[src/rtl/id_ex_stage.sv]
// ID/EX pipeline register feeding the ALU.
//  - Latches decoded operands/control from ID every cycle.
//  - Resolves EX/MEM and MEM/WB forwarding combinationally on the latched
//    rs1/rs2 addresses and drives the final ALU operands.
//  - Detects load-use hazards, stalls IF/ID and injects one bubble into EX.
// Update priority per edge: reset > flush > stall > load-use bubble > load.
// Optional: define IDEX_PERF_CNT_EN to add saturating forward/bubble counters
// (o_fwd_cnt, o_bubble_cnt).
module id_ex_stage #(
  parameter int XLEN = 32,
  parameter int RA_W = 5
) (
  input  logic            i_clk,
  input  logic            i_reset,
  input  logic            i_valid,
  input  logic            i_flush,
  input  logic            i_stall,
  input  logic [XLEN-1:0] i_pc,
  input  logic [XLEN-1:0] i_rs1_data,
  input  logic [XLEN-1:0] i_rs2_data,
  input  logic [XLEN-1:0] i_imm,
  input  logic [RA_W-1:0] i_rs1_addr,
  input  logic [RA_W-1:0] i_rs2_addr,
  input  logic [RA_W-1:0] i_rd_addr,
  input  logic            i_rd_wren,
  input  logic            i_mem_rden,
  input  logic [3:0]      i_alu_op,
  input  logic            i_br_un,
  input  logic            i_opa_sel,
  input  logic            i_opb_sel,
  input  logic [RA_W-1:0] i_exmem_rd_addr,
  input  logic            i_exmem_rd_wren,
  input  logic [XLEN-1:0] i_exmem_data,
  input  logic [RA_W-1:0] i_memwb_rd_addr,
  input  logic            i_memwb_rd_wren,
  input  logic [XLEN-1:0] i_memwb_data,
  output logic [XLEN-1:0] o_op_a,
  output logic [XLEN-1:0] o_op_b,
  output logic [3:0]      o_alu_op,
  output logic            o_br_un,
  output logic [XLEN-1:0] o_store_data,
  output logic [XLEN-1:0] o_pc,
  output logic [RA_W-1:0] o_rd_addr,
  output logic            o_rd_wren,
  output logic            o_mem_rden,
  output logic            o_valid,
`ifdef IDEX_PERF_CNT_EN
  output logic [31:0]     o_fwd_cnt,
  output logic [31:0]     o_bubble_cnt,
`endif
  output logic            o_load_use_stall
);

  // Everything the stage carries from ID into EX.
  typedef struct packed {
    logic            valid;
    logic [XLEN-1:0] pc;
    logic [XLEN-1:0] rs1_data;
    logic [XLEN-1:0] rs2_data;
    logic [XLEN-1:0] imm;
    logic [RA_W-1:0] rs1_addr;
    logic [RA_W-1:0] rs2_addr;
    logic [RA_W-1:0] rd_addr;
    logic            rd_wren;
    logic            mem_rden;
    logic [3:0]      alu_op;
    logic            br_un;
    logic            opa_sel;
    logic            opb_sel;
  } stage_t;

  stage_t stage_q, stage_d;

  logic            load_use;
  logic            rs1_ex_hit, rs1_wb_hit, rs2_ex_hit, rs2_wb_hit;
  logic [XLEN-1:0] fwd_rs1, fwd_rs2;

  // Load in EX whose rd is read by the valid instruction sitting in ID.
  assign load_use = stage_q.valid & stage_q.mem_rden & (stage_q.rd_addr != '0) & i_valid &
                    ((stage_q.rd_addr == i_rs1_addr) | (stage_q.rd_addr == i_rs2_addr));

  // Forward hits; x0 is excluded so a write to x0 never leaks into an operand.
  assign rs1_ex_hit = i_exmem_rd_wren & (i_exmem_rd_addr != '0) & (i_exmem_rd_addr == stage_q.rs1_addr);
  assign rs1_wb_hit = i_memwb_rd_wren & (i_memwb_rd_addr != '0) & (i_memwb_rd_addr == stage_q.rs1_addr);
  assign rs2_ex_hit = i_exmem_rd_wren & (i_exmem_rd_addr != '0) & (i_exmem_rd_addr == stage_q.rs2_addr);
  assign rs2_wb_hit = i_memwb_rd_wren & (i_memwb_rd_addr != '0) & (i_memwb_rd_addr == stage_q.rs2_addr);

  // Forwarding mux per operand: the younger EX/MEM result beats MEM/WB.
  always_comb begin
    // NOTE: every always_comb output gets a default first so no path can infer a latch.
    fwd_rs1 = stage_q.rs1_data;
    fwd_rs2 = stage_q.rs2_data;
    if (rs1_ex_hit)      fwd_rs1 = i_exmem_data;
    else if (rs1_wb_hit) fwd_rs1 = i_memwb_data;
    if (rs2_ex_hit)      fwd_rs2 = i_exmem_data;
    else if (rs2_wb_hit) fwd_rs2 = i_memwb_data;
  end

  // Next-state selection: flush > stall > bubble > load.
  always_comb begin
    stage_d = stage_q;
    if (i_flush || (!i_stall && load_use)) begin
      // Kill: only the control bits matter, data fields are left as-is.
      stage_d.valid    = 1'b0;
      stage_d.rd_wren  = 1'b0;
      stage_d.mem_rden = 1'b0;
    end else if (!i_stall) begin
      stage_d.valid    = i_valid;
      stage_d.pc       = i_pc;
      stage_d.rs1_data = i_rs1_data;
      stage_d.rs2_data = i_rs2_data;
      stage_d.imm      = i_imm;
      stage_d.rs1_addr = i_rs1_addr;
      stage_d.rs2_addr = i_rs2_addr;
      stage_d.rd_addr  = i_rd_addr;
      stage_d.rd_wren  = i_rd_wren & i_valid;
      stage_d.mem_rden = i_mem_rden & i_valid;
      stage_d.alu_op   = i_alu_op;
      stage_d.br_un    = i_br_un;
      stage_d.opa_sel  = i_opa_sel;
      stage_d.opb_sel  = i_opb_sel;
    end
  end

  // Stage register with synchronous reset.
  always_ff @(posedge i_clk) begin
    // NOTE: sequential state uses non-blocking assignments so all flops update together.
    if (i_reset) stage_q <= '0;
    else         stage_q <= stage_d;
  end

  assign o_op_a           = stage_q.opa_sel ? stage_q.pc  : fwd_rs1;
  assign o_op_b           = stage_q.opb_sel ? stage_q.imm : fwd_rs2;
  assign o_store_data     = fwd_rs2;
  assign o_alu_op         = stage_q.alu_op;
  assign o_br_un          = stage_q.br_un;
  assign o_pc             = stage_q.pc;
  assign o_rd_addr        = stage_q.rd_addr;
  assign o_rd_wren        = stage_q.rd_wren;
  assign o_mem_rden       = stage_q.mem_rden;
  assign o_valid          = stage_q.valid;
  assign o_load_use_stall = load_use;

`ifdef IDEX_PERF_CNT_EN
  logic [31:0] fwd_cnt_q, bubble_cnt_q;
  logic [1:0]  fwd_inc;
  logic [32:0] fwd_sum;
  logic        bubble_ins;

  assign fwd_inc    = {1'b0, rs1_ex_hit | rs1_wb_hit} + {1'b0, rs2_ex_hit | rs2_wb_hit};
  assign fwd_sum    = {1'b0, fwd_cnt_q} + {31'd0, fwd_inc};
  assign bubble_ins = load_use & ~i_flush & ~i_stall;

  // Saturating event counters.
  always_ff @(posedge i_clk) begin
    if (i_reset) begin
      fwd_cnt_q    <= '0;
      bubble_cnt_q <= '0;
    end else begin
      if (stage_q.valid && !i_stall)
        fwd_cnt_q <= fwd_sum[32] ? '1 : fwd_sum[31:0];
      if (bubble_ins && (bubble_cnt_q != '1))
        bubble_cnt_q <= bubble_cnt_q + 32'd1;
    end
  end

  assign o_fwd_cnt    = fwd_cnt_q;
  assign o_bubble_cnt = bubble_cnt_q;
`endif

endmodule

[config.mk]
export PLATFORM = sky130hd
export DESIGN_NAME = id_ex_stage
export DESIGN_NICKNAME = d
export VERILOG_FILES = /design/src/rtl/id_ex_stage.sv
export SDC_FILE = /design/constraint.sdc
export NUM_CORES = 1
export LEC_CHECK = 0
export CAP_MARGIN = 20
export CORE_MARGIN = 1.5
export CORE_UTILIZATION = 45
export DETAILED_ROUTE_END_ITERATION = 16
export PLACE_DENSITY = 0.81
export SKIP_CTS_REPAIR_TIMING = 1
export SLEW_MARGIN = 20
export SYNTH_ARGS = -nofsm -noshare
export SYNTH_HDL_FRONTEND = slang
export SYNTH_SLANG_ARGS = --single-unit
[constraint.sdc]
create_clock -name i_clk -period 2.6 [get_ports i_clk]
set_input_delay 0.39 -clock i_clk [delete_from_list [all_inputs] [get_ports i_clk]]
set_output_delay 0.39 -clock i_clk [all_outputs]
set_load 0.05 [all_outputs]
==> flow_metrics.tcl, run 1 <==
set metrics [dict create \
    antenna_left 0 \
    cp_top_family "simple AND/OR/NAND/NOR gates" \
    fp-row-count 55 \
    required_ns 2.21 \
    path_buf_inv 4 \
    core_sq_um 22600 \
    path_max_fanout 4 \
    tightest_slew_ns 0.690 \
    htreeDepth 4 \
    crit_top_cell "buf_6" \
    yosys_warnings 0 \
    drc_errors 0 \
    clk_pin_slew_worst_paths_ns 0.06 \
    setup_ws_ns -0.301 \
    synthCells 1097 \
    portBuffers 374 \
    cts_root_buf "clkbuf_16" \
    cp.depth 8 \
    slew_violations 0 \
    crit_path_max_incr_delay_ns 0.53 \
    synth_fa_ha_area_share_pct 0 \
    netlist_area_sq_um 10400 \
    ys_seq_elements 153 \
    floorplan.initialDensity_pct 45.8 \
    period_needed_ns 2.90 \
    cp-start-kind "register" \
    synth_cell_types 37 \
    holdPathStages 2 \
    final_cell_mix "nand2b_1 (305), clkdlybuf4s50_1 (266), mux2i_1 (181)" \
    drive_gt1_share_pct 29.2 \
    switchingPower_mw 2.63 \
    p_per_area_nw_per_um2 475 \
    synth_top_area_cell "dfxtp_1" \
    hold_class "reg2reg" \
    max_freq_mhz 345 \
    wirelength_um 39700 \
    syn_nets 1330 \
    grt_pass1_wl_um 54500 \
    die_h_um 155 \
    drt-initial-drc-count 651 \
    end_kind "output pin" \
    synthTopCellsByArea "dfxtp_1 (30%), nand2b_1 (18%), mux2i_1 (18%)" \
    syn_avg_cell_area_sq_um 9.45 \
    synth.area.mux_share_pct 21.0 \
    drv_cap 0 \
    p_leak_nw 6.09 \
    fin_skew_ns 0.0167 \
    synth_top_family_by_area "simple AND/OR/NAND/NOR gates" \
    overflow 0 \
    antenna_found_initial 4 \
    dp_hpwl_um 27500 \
    seqPwrFrac_pct 32.2 \
    finalHoldViolCount 0 \
    synthSimpleGateAreaFrac_pct 24.8 \
    synth_compound_area_share_pct 13.1 \
    violations "setup timing" \
    maxSlewHeadroom_pct 53.9 \
    final_common_cell "nand2b_1" \
    placed_area_sq_um 14900 \
    grt_setup_unrepaired "true" \
    cts_tree "done" \
    setup_viol 91 \
    first_global_vias 9641 \
    worst-setup-path-type "reg2out" \
    cts.sinks 153 \
    r2r_cells 7 \
    finalInstanceArea_sq_um 16800 \
    pwr-share-clk_pct 33.5 \
    die_w_um 155 \
    peakVddDrop_uv 308 \
    num_vias 9803 \
    pwr-share-comb_pct 34.2 \
    io_pins 375 \
    yosysTopAreaCellShare_pct 29.5 \
    clock_latency_ns 0.43 \
    drtPass1Iterations 5 \
    cts_made_buffers 17 \
    period_share_pct 112 \
    dpl_worst_slack_ns -0.766 \
    die_area_sq_um 24000 \
    area_delta_synth_final_pct 61.9 \
    final_nets 1699 \
    gr-usage-all-layers_pct 29.8 \
    p_total_mw 7.97 \
    p_int_mw 5.33 \
    cts_buffer_depth 2 \
    path_cells "buf_6, xor2_1, or4_4, nor2b_4, buf_12, clkbuf_16, a221oi_4, buf_6" \
    crit_arrival_ns 2.51 \
    synthXorXnorAreaFrac_pct 2.53 \
    critical_path.slowest_cell "or4_4" \
    via_per_inst 5.55 \
    status "finished with violations" \
    wl_per_cell_um 22.5 \
    gp_congestion 0.933 \
    synth-seq-area-share_pct 29.5 \
    p_sw_share_pct 33.0 \
    grt_max_degree 103 \
]
-- worst reg2reg max path: cells and delay by family (launching register included) --
kind	cells	cell delay, ns
buffers and inverters	2	0.58
DFF	1	0.50
AOI/OAI and AO/OA	2	0.42
muxes	1	0.26
xor gates and xnor gates	1	0.12
and+or+nand+nor	1	0.09
-- flip-flops by register name, indices dropped and copies added (netlist names) --
| signal | flops |
|---|---|
| o_pc | 32 |
| o_mem_rden | 1 |
| o_rd_wren | 1 |
| o_alu_op | 4 |
| o_rd_addr | 5 |
| o_valid | 1 |
| o_br_un | 1 |
| stage_q | 108 |
-- metal layers --
layer	wire length, um	track usage, %	share of wire [%]
met3	2640	8.41	6.7
met2	19200	50.1	48
met1	16400	35.3	41
met4	1450	13.2	3.6
met5	0	0	0
-- cell usage after synthesis (all sizes together) --
cell type	n
nand2	4
mux2i	182
xor2	4
a21oi	6
nor4	33
nor3	28
and2	1
o22ai	1
a211oi	1
xnor2	26
dfxtp	153
o2111ai	1
nand2b	305
o31ai	6
mux2	32
o2111a	1
or3	1
a31oi	32
a221oi	27
o21ai	34
inv	29
and3	1
o41ai	2
nor2b	1
buf	78
nor2	2
nand3	42
or4	3
clkbuf	61
-- path summary, 6_finish.rpt --
kind / startpoint / end / slack, ns
hold reg to reg: o_alu_op[0] / o_alu_op[0] / 0.47
setup reg to reg: o_rd_addr[0] / stage_q[78] / 0.55
hold / removal: o_alu_op[0] / o_alu_op[0] / 0.47
setup / recovery: stage_q[21] / o_op_a[27] / -0.30
-- power groups by stage --
stage	Combinational (mW)	Clock [mW]	Sequential [mW]
CTS	2.45	2.70	2.56
finish	2.73	2.67	2.57
global route	2.83	2.81	2.58
floorplan	1.49	0	2.58
global placement	2.41	0	2.61
detailed placement	2.44	0	2.61
-- through the flow --
stage | cells | hold WS, ns | utilization, % | setup TNS, ns
final | 1767 | 0.472 | 74.1 | -15.45
after global routing | 1765 | 0.486 | 74.1 | -21.10
after CTS | 1743 | 0.476 | 68.4 | -49.57
after detailed placement | 1712 | 0.461 | 65.7 | -48.76
after global placement | 1712 | 0.457 | 65.7 | -47.17
after floorplan | 1097 | 0.445 | - | -2.09
-- cell families (layout without fill, tap and decap cells) --
group / count (synthesis) / in the layout
buffers and inverters: 168 / 549
muxes: 214 / 214
and+or+nand+nor: 421 / 421
DFF: 153 / 153
AOI/OAI and AO/OA: 111 / 111
other: 0 / 4
xor gates and xnor gates: 30 / 30
-- layout make-up --
| cell class | count | area, sq um |
|---|---|---|
| inverters | 29 | 109 |
| fillers | 1541 | 5850 |
| repair buffers | 489 | 5290 |
| flip-flops and latches | 153 | 3080 |
| diodes | 4 | 10.0 |
| well taps | 285 | 357 |
| multi-input cells | 776 | 7340 |
| clock inverters | 11 | 169 |
| clock buffers | 20 | 437 |
No activity file was read; power rests on OpenSTA's default activity.
==> run 2: changes to the inputs <==
Settings changed: GPL_ROUTABILITY_DRIVEN from default to 0, MAX_ROUTING_LAYER from default to met4.
==> run 2 against run 1 <==
Critical path type unchanged. Critical endpoint is now o_op_a[15]. Cell area up 0.51%. The flow still finishes with violations (setup timing). Hold slack about the same. Worst setup slack improved by 0.0081 ns. Maximum frequency grew 0.28%. Routed wire length rose by 1.2%. Via count rose by 0.54%. Register-to-register slack about the same. Sequential share of layout area is 0.094 points lower.
==> flow_metrics.tcl, run 2 (synthesis gave the netlist of run 1 again) <==
set metrics [dict create \
    tightest_slew_ns 0.696 \
    die_h_um 155 \
    violations "setup timing" \
    htreeDepth 4 \
    period_needed_ns 2.89 \
    fp-row-count 55 \
    via_per_inst 5.57 \
    slew_violations 0 \
    end_kind "output pin" \
    cts_buffer_depth 2 \
    grt_pass1_wl_um 54500 \
    overflow 0 \
    max_freq_mhz 346 \
    p_sw_share_pct 33.2 \
    holdWs_ns 0.472 \
    first_global_vias 9629 \
    setup_ws_ns -0.292 \
    clk_pin_slew_worst_paths_ns 0.06 \
    area_delta_synth_final_pct 62.7 \
    fin_setup_tns_ns -15.63 \
    setup_viol 90 \
    period_share_pct 111 \
    core_sq_um 22600 \
    drv_cap 0 \
    clock_latency_ns 0.44 \
    cts_root_buf "clkbuf_16" \
    hp-start "o_alu_op[0]" \
    wl_per_cell_um 22.7 \
    final_cell_mix "nand2b_1 (305), clkdlybuf4s50_1 (265), mux2i_1 (181)" \
    drive_gt1_share_pct 29.4 \
    die_w_um 155 \
    largest_register_ffs 108 \
    status "finished with violations" \
    worst-setup-path-type "reg2out" \
    finalInstanceArea_sq_um 16900 \
    antenna_left 0 \
    final_nets 1699 \
    die_area_sq_um 24000 \
    dp_hpwl_um 27500 \
    antenna_found_initial 4 \
    gr-usage-all-layers_pct 30.6 \
    floorplan.initialDensity_pct 45.8 \
    wirelength_um 40100 \
    rr_startpoint "o_rd_addr[0]" \
    finalHoldViolCount 0 \
    peakVddDrop_uv 311 \
    p_int_mw 5.34 \
    crit_start "stage_q[21]" \
    portBuffers 374 \
    switchingPower_mw 2.65 \
    drc_errors 0 \
    maxSlewHeadroom_pct 53.4 \
    crit_arrival_ns 2.50 \
    cp-start-kind "register" \
    cts_tree "done" \
    fin_skew_ns 0.0150 \
    required_ns 2.21 \
    cts.sinks 153 \
    final_common_cell "nand2b_1" \
    p_leak_nw 6.12 \
    largest_register "stage_q" \
    placed_area_sq_um 14900 \
    grt_setup_unrepaired "true" \
    drtPass1Iterations 5 \
    io_pins 375 \
    drt-initial-drc-count 674 \
    pwr-share-clk_pct 33.5 \
    num_vias 9856 \
    hold_class "reg2reg" \
    fin_util_pct 74.5 \
    seqPwrFrac_pct 32.1 \
    pwr-share-comb_pct 34.4 \
    path_max_fanout 9 \
    p_per_area_nw_per_um2 474 \
    nFillCells 1523 \
    cts_made_buffers 17 \
    grt_max_degree 103 \
]
## run 2: final timing paths
kind                 endpoint  slack [ns]  cells after the start
hold reg to reg   o_alu_op[0]        0.47                      2
setup / recovery   o_op_a[15]       -0.29                      8
setup reg to reg  stage_q[78]        0.55                      7
hold / removal    o_alu_op[0]        0.47                      2
## run 2: metal layers
metal  track usage (%)  share of wire (%)  wire length [um]  vias to the layer above
li1                  -                  -                 -                     4494
met1              35.7                 41             16400                     4818
met2              50.0                 49             19700                      442
met3              7.79                6.8              2720                      102
met4              13.2                3.5              1400                        0
met5                 -                  0                 0                        -
## run 2: stage by stage
stage,worst slack [ns],power [mW],instances
detailed placement,-0.766,5.05,1712
global placement,-0.693,5.02,1712
CTS,-0.782,7.70,1743
global route,-0.353,8.24,1767
floorplan,-0.177,4.07,1097
finish,-0.292,8.00,1768
## run 2: power groups by stage
stage	sequential, mW	clock [mW]	combinational, mW
after floorplan	2.58	0	1.49
after global placement	2.61	0	2.41
after detailed placement	2.61	0	2.44
after CTS	2.56	2.70	2.45
after global routing	2.58	2.81	2.85
final	2.57	2.68	2.75
## run 2: critical path, stage by stage (launching register included)
cell      delay [ns]
dfxtp_2         0.33
buf_6           0.11
xor2_1          0.15
or4_4           0.53
nor2b_4         0.17
buf_12          0.17
buf_12          0.15
a221oi_4        0.25
buf_6           0.20
## run 2: final cells by class
class,instances,area (sq um),share of cell area [%]
well taps,285,357,2.11
diodes,5,12.5,0.0742
flip-flops and latches,153,3080,18.3
clock inverters,11,169,1.00
inverters,29,109,0.645
repair buffers,489,5310,31.5
clock buffers,20,437,2.59
multi-input cells,776,7400,43.8
==> run 3: changes to the inputs <==
Settings changed: SETUP_SLACK_MARGIN from default to 0.5.
==> run 3 against run 2 <==
The run still ends with setup timing left. Clock power rose by 4%. Worst setup slack worse by 0.089 ns. Sequential cell count is the same. Die area unchanged. Count of clock-buffer cells in the layout up 1. Hold slack got worse by 0.21 ns. Clock skew down 0.0036 ns. Via count grew 2.2%. Routed wire length rose by 8.4%. Largest cell class unchanged.
==> flow_metrics.tcl, run 3 (synthesis gave the netlist of run 1 again) <==
set metrics [dict create \
    final_common_cell "nand2b_1" \
    max_freq_mhz 335 \
    cts_tree "done" \
    cts_root_buf "clkbuf_16" \
    portBuffers 374 \
    stdcell_count 1779 \
    core_sq_um 22600 \
    p_total_mw 8.27 \
    die_area_sq_um 24000 \
    htreeDepth 4 \
    setup_ws_ns -0.381 \
    cp-start-kind "register" \
    drc_errors 0 \
    finalHoldViolCount 0 \
    clk_pin_slew_worst_paths_ns 0.07 \
    num_vias 10100 \
    largest_register "stage_q" \
    overflow 0 \
    fin_skew_ns 0.0115 \
    period_needed_ns 2.98 \
    rr_startpoint "o_rd_addr[4]" \
    wirelength_um 43500 \
    fp-row-count 55 \
    place_inst 1708 \
    floorplan.initialDensity_pct 45.8 \
    hold_class "in2reg" \
    r2r_cells 6 \
    p_per_area_nw_per_um2 470 \
    crit_start "stage_q[20]" \
    largest_register_ffs 108 \
    die_w_um 155 \
    final_nets 1710 \
    area_delta_synth_final_pct 69.5 \
    tightest_slew_ns 0.604 \
    grt_setup_unrepaired "true" \
    p_leak_nw 6.43 \
    grt_max_degree 81 \
    path_max_fanout 8 \
    status "finished with violations" \
    die_h_um 155 \
    setup_viol 91 \
    hp-start "i_rs1_addr[3]" \
    drive_gt1_share_pct 31.5 \
    cts_buffer_depth 2 \
    crit_arrival_ns 2.59 \
    dpl_worst_slack_ns -0.435 \
    drt-initial-drc-count 678 \
    end_kind "output pin" \
    antenna_found_initial 5 \
    holdWs_ns 0.266 \
    final_cell_mix "nand2b_1 (305), clkdlybuf4s50_1 (258), mux2i_1 (173)" \
    violations "setup timing" \
    peakVddDrop_uv 325 \
    cts_made_buffers 17 \
    maxSlewHeadroom_pct 59.7 \
    grt_pass1_wl_um 54700 \
    gr-usage-all-layers_pct 31.0 \
    antenna_left 0 \
    wl_per_cell_um 24.5 \
    required_ns 2.21 \
    worst-setup-path-type "reg2out" \
    first_global_vias 9624 \
    min_to "stage_q[22]" \
    period_share_pct 115 \
    dp_hpwl_um 27700 \
    cts.sinks 153 \
    clock_latency_ns 0.43 \
    drtPass1Iterations 5 \
    via_per_inst 5.66 \
    holdPathStages 3 \
    drv_cap 0 \
    io_pins 375 \
    slew_violations 0 \
    reg2reg_setup_slack_ns 0.57 \
    reg2reg_to "stage_q[106]" \
]
==> run 3: area by class of cell <==
type                    count  area [sq um]
multi-input cells         776          7590
repair buffers            500          5780
fillers                  1399          5060
flip-flops and latches    153          3090
clock buffers              21           472
well taps                 285           357
clock inverters            10           164
inverters                  29           109
diodes                      5          12.5
==> run 3: worst max-delay path by stage <==
stage	endpoint	slack [ns]
after floorplan	o_op_b[10]	0.03
after global placement	o_op_a[10]	-0.43
after detailed placement	o_op_a[14]	-0.44
after CTS	o_op_a[14]	-0.44
after global routing	o_op_a[0]	-0.45
final	o_op_a[0]	-0.38
==> run 3: power breakdown <==
group	internal, mW	total [mW]	switching (mW)
Clock	1.69	2.79	1.09
Combinational	1.36	2.91	1.55
Sequential	2.47	2.58	0.110
Total	5.52	8.27	2.75
==> run 3: routing by layer <==
layer | vias to the layer above | wire (um) | part of all wire, % | track usage [%]
li1 | 4533 | - | - | -
met1 | 4912 | 16500 | 38 | 34.7
met2 | 502 | 21500 | 49 | 52.4
met3 | 130 | 3080 | 7.1 | 7.43
met4 | 0 | 2420 | 5.6 | 13.8
met5 | - | 0 | 0 | -
==> run 3: through the flow <==
step                      utilization (%)  setup TNS (ns)  cell area, sq um
after floorplan                         -               0             10900
after CTS                            68.9          -34.67             15600
after global placement               66.1          -32.04             15000
after global routing                 77.7          -23.74             17600
after detailed placement             66.1          -34.02             15000
final                                77.7          -19.52             17600
==> run 3: worst max-delay path, cell delays in order, from the launching register on <==
cell and delay, ns:
dfxtp_2 0.34, xnor2_1 0.17, nand3_1 0.11, or4_4 0.58, nor2b_4 0.16, buf_6 0.14, clkbuf_16 0.18, a221oi_4 0.26
buf_6 0.21
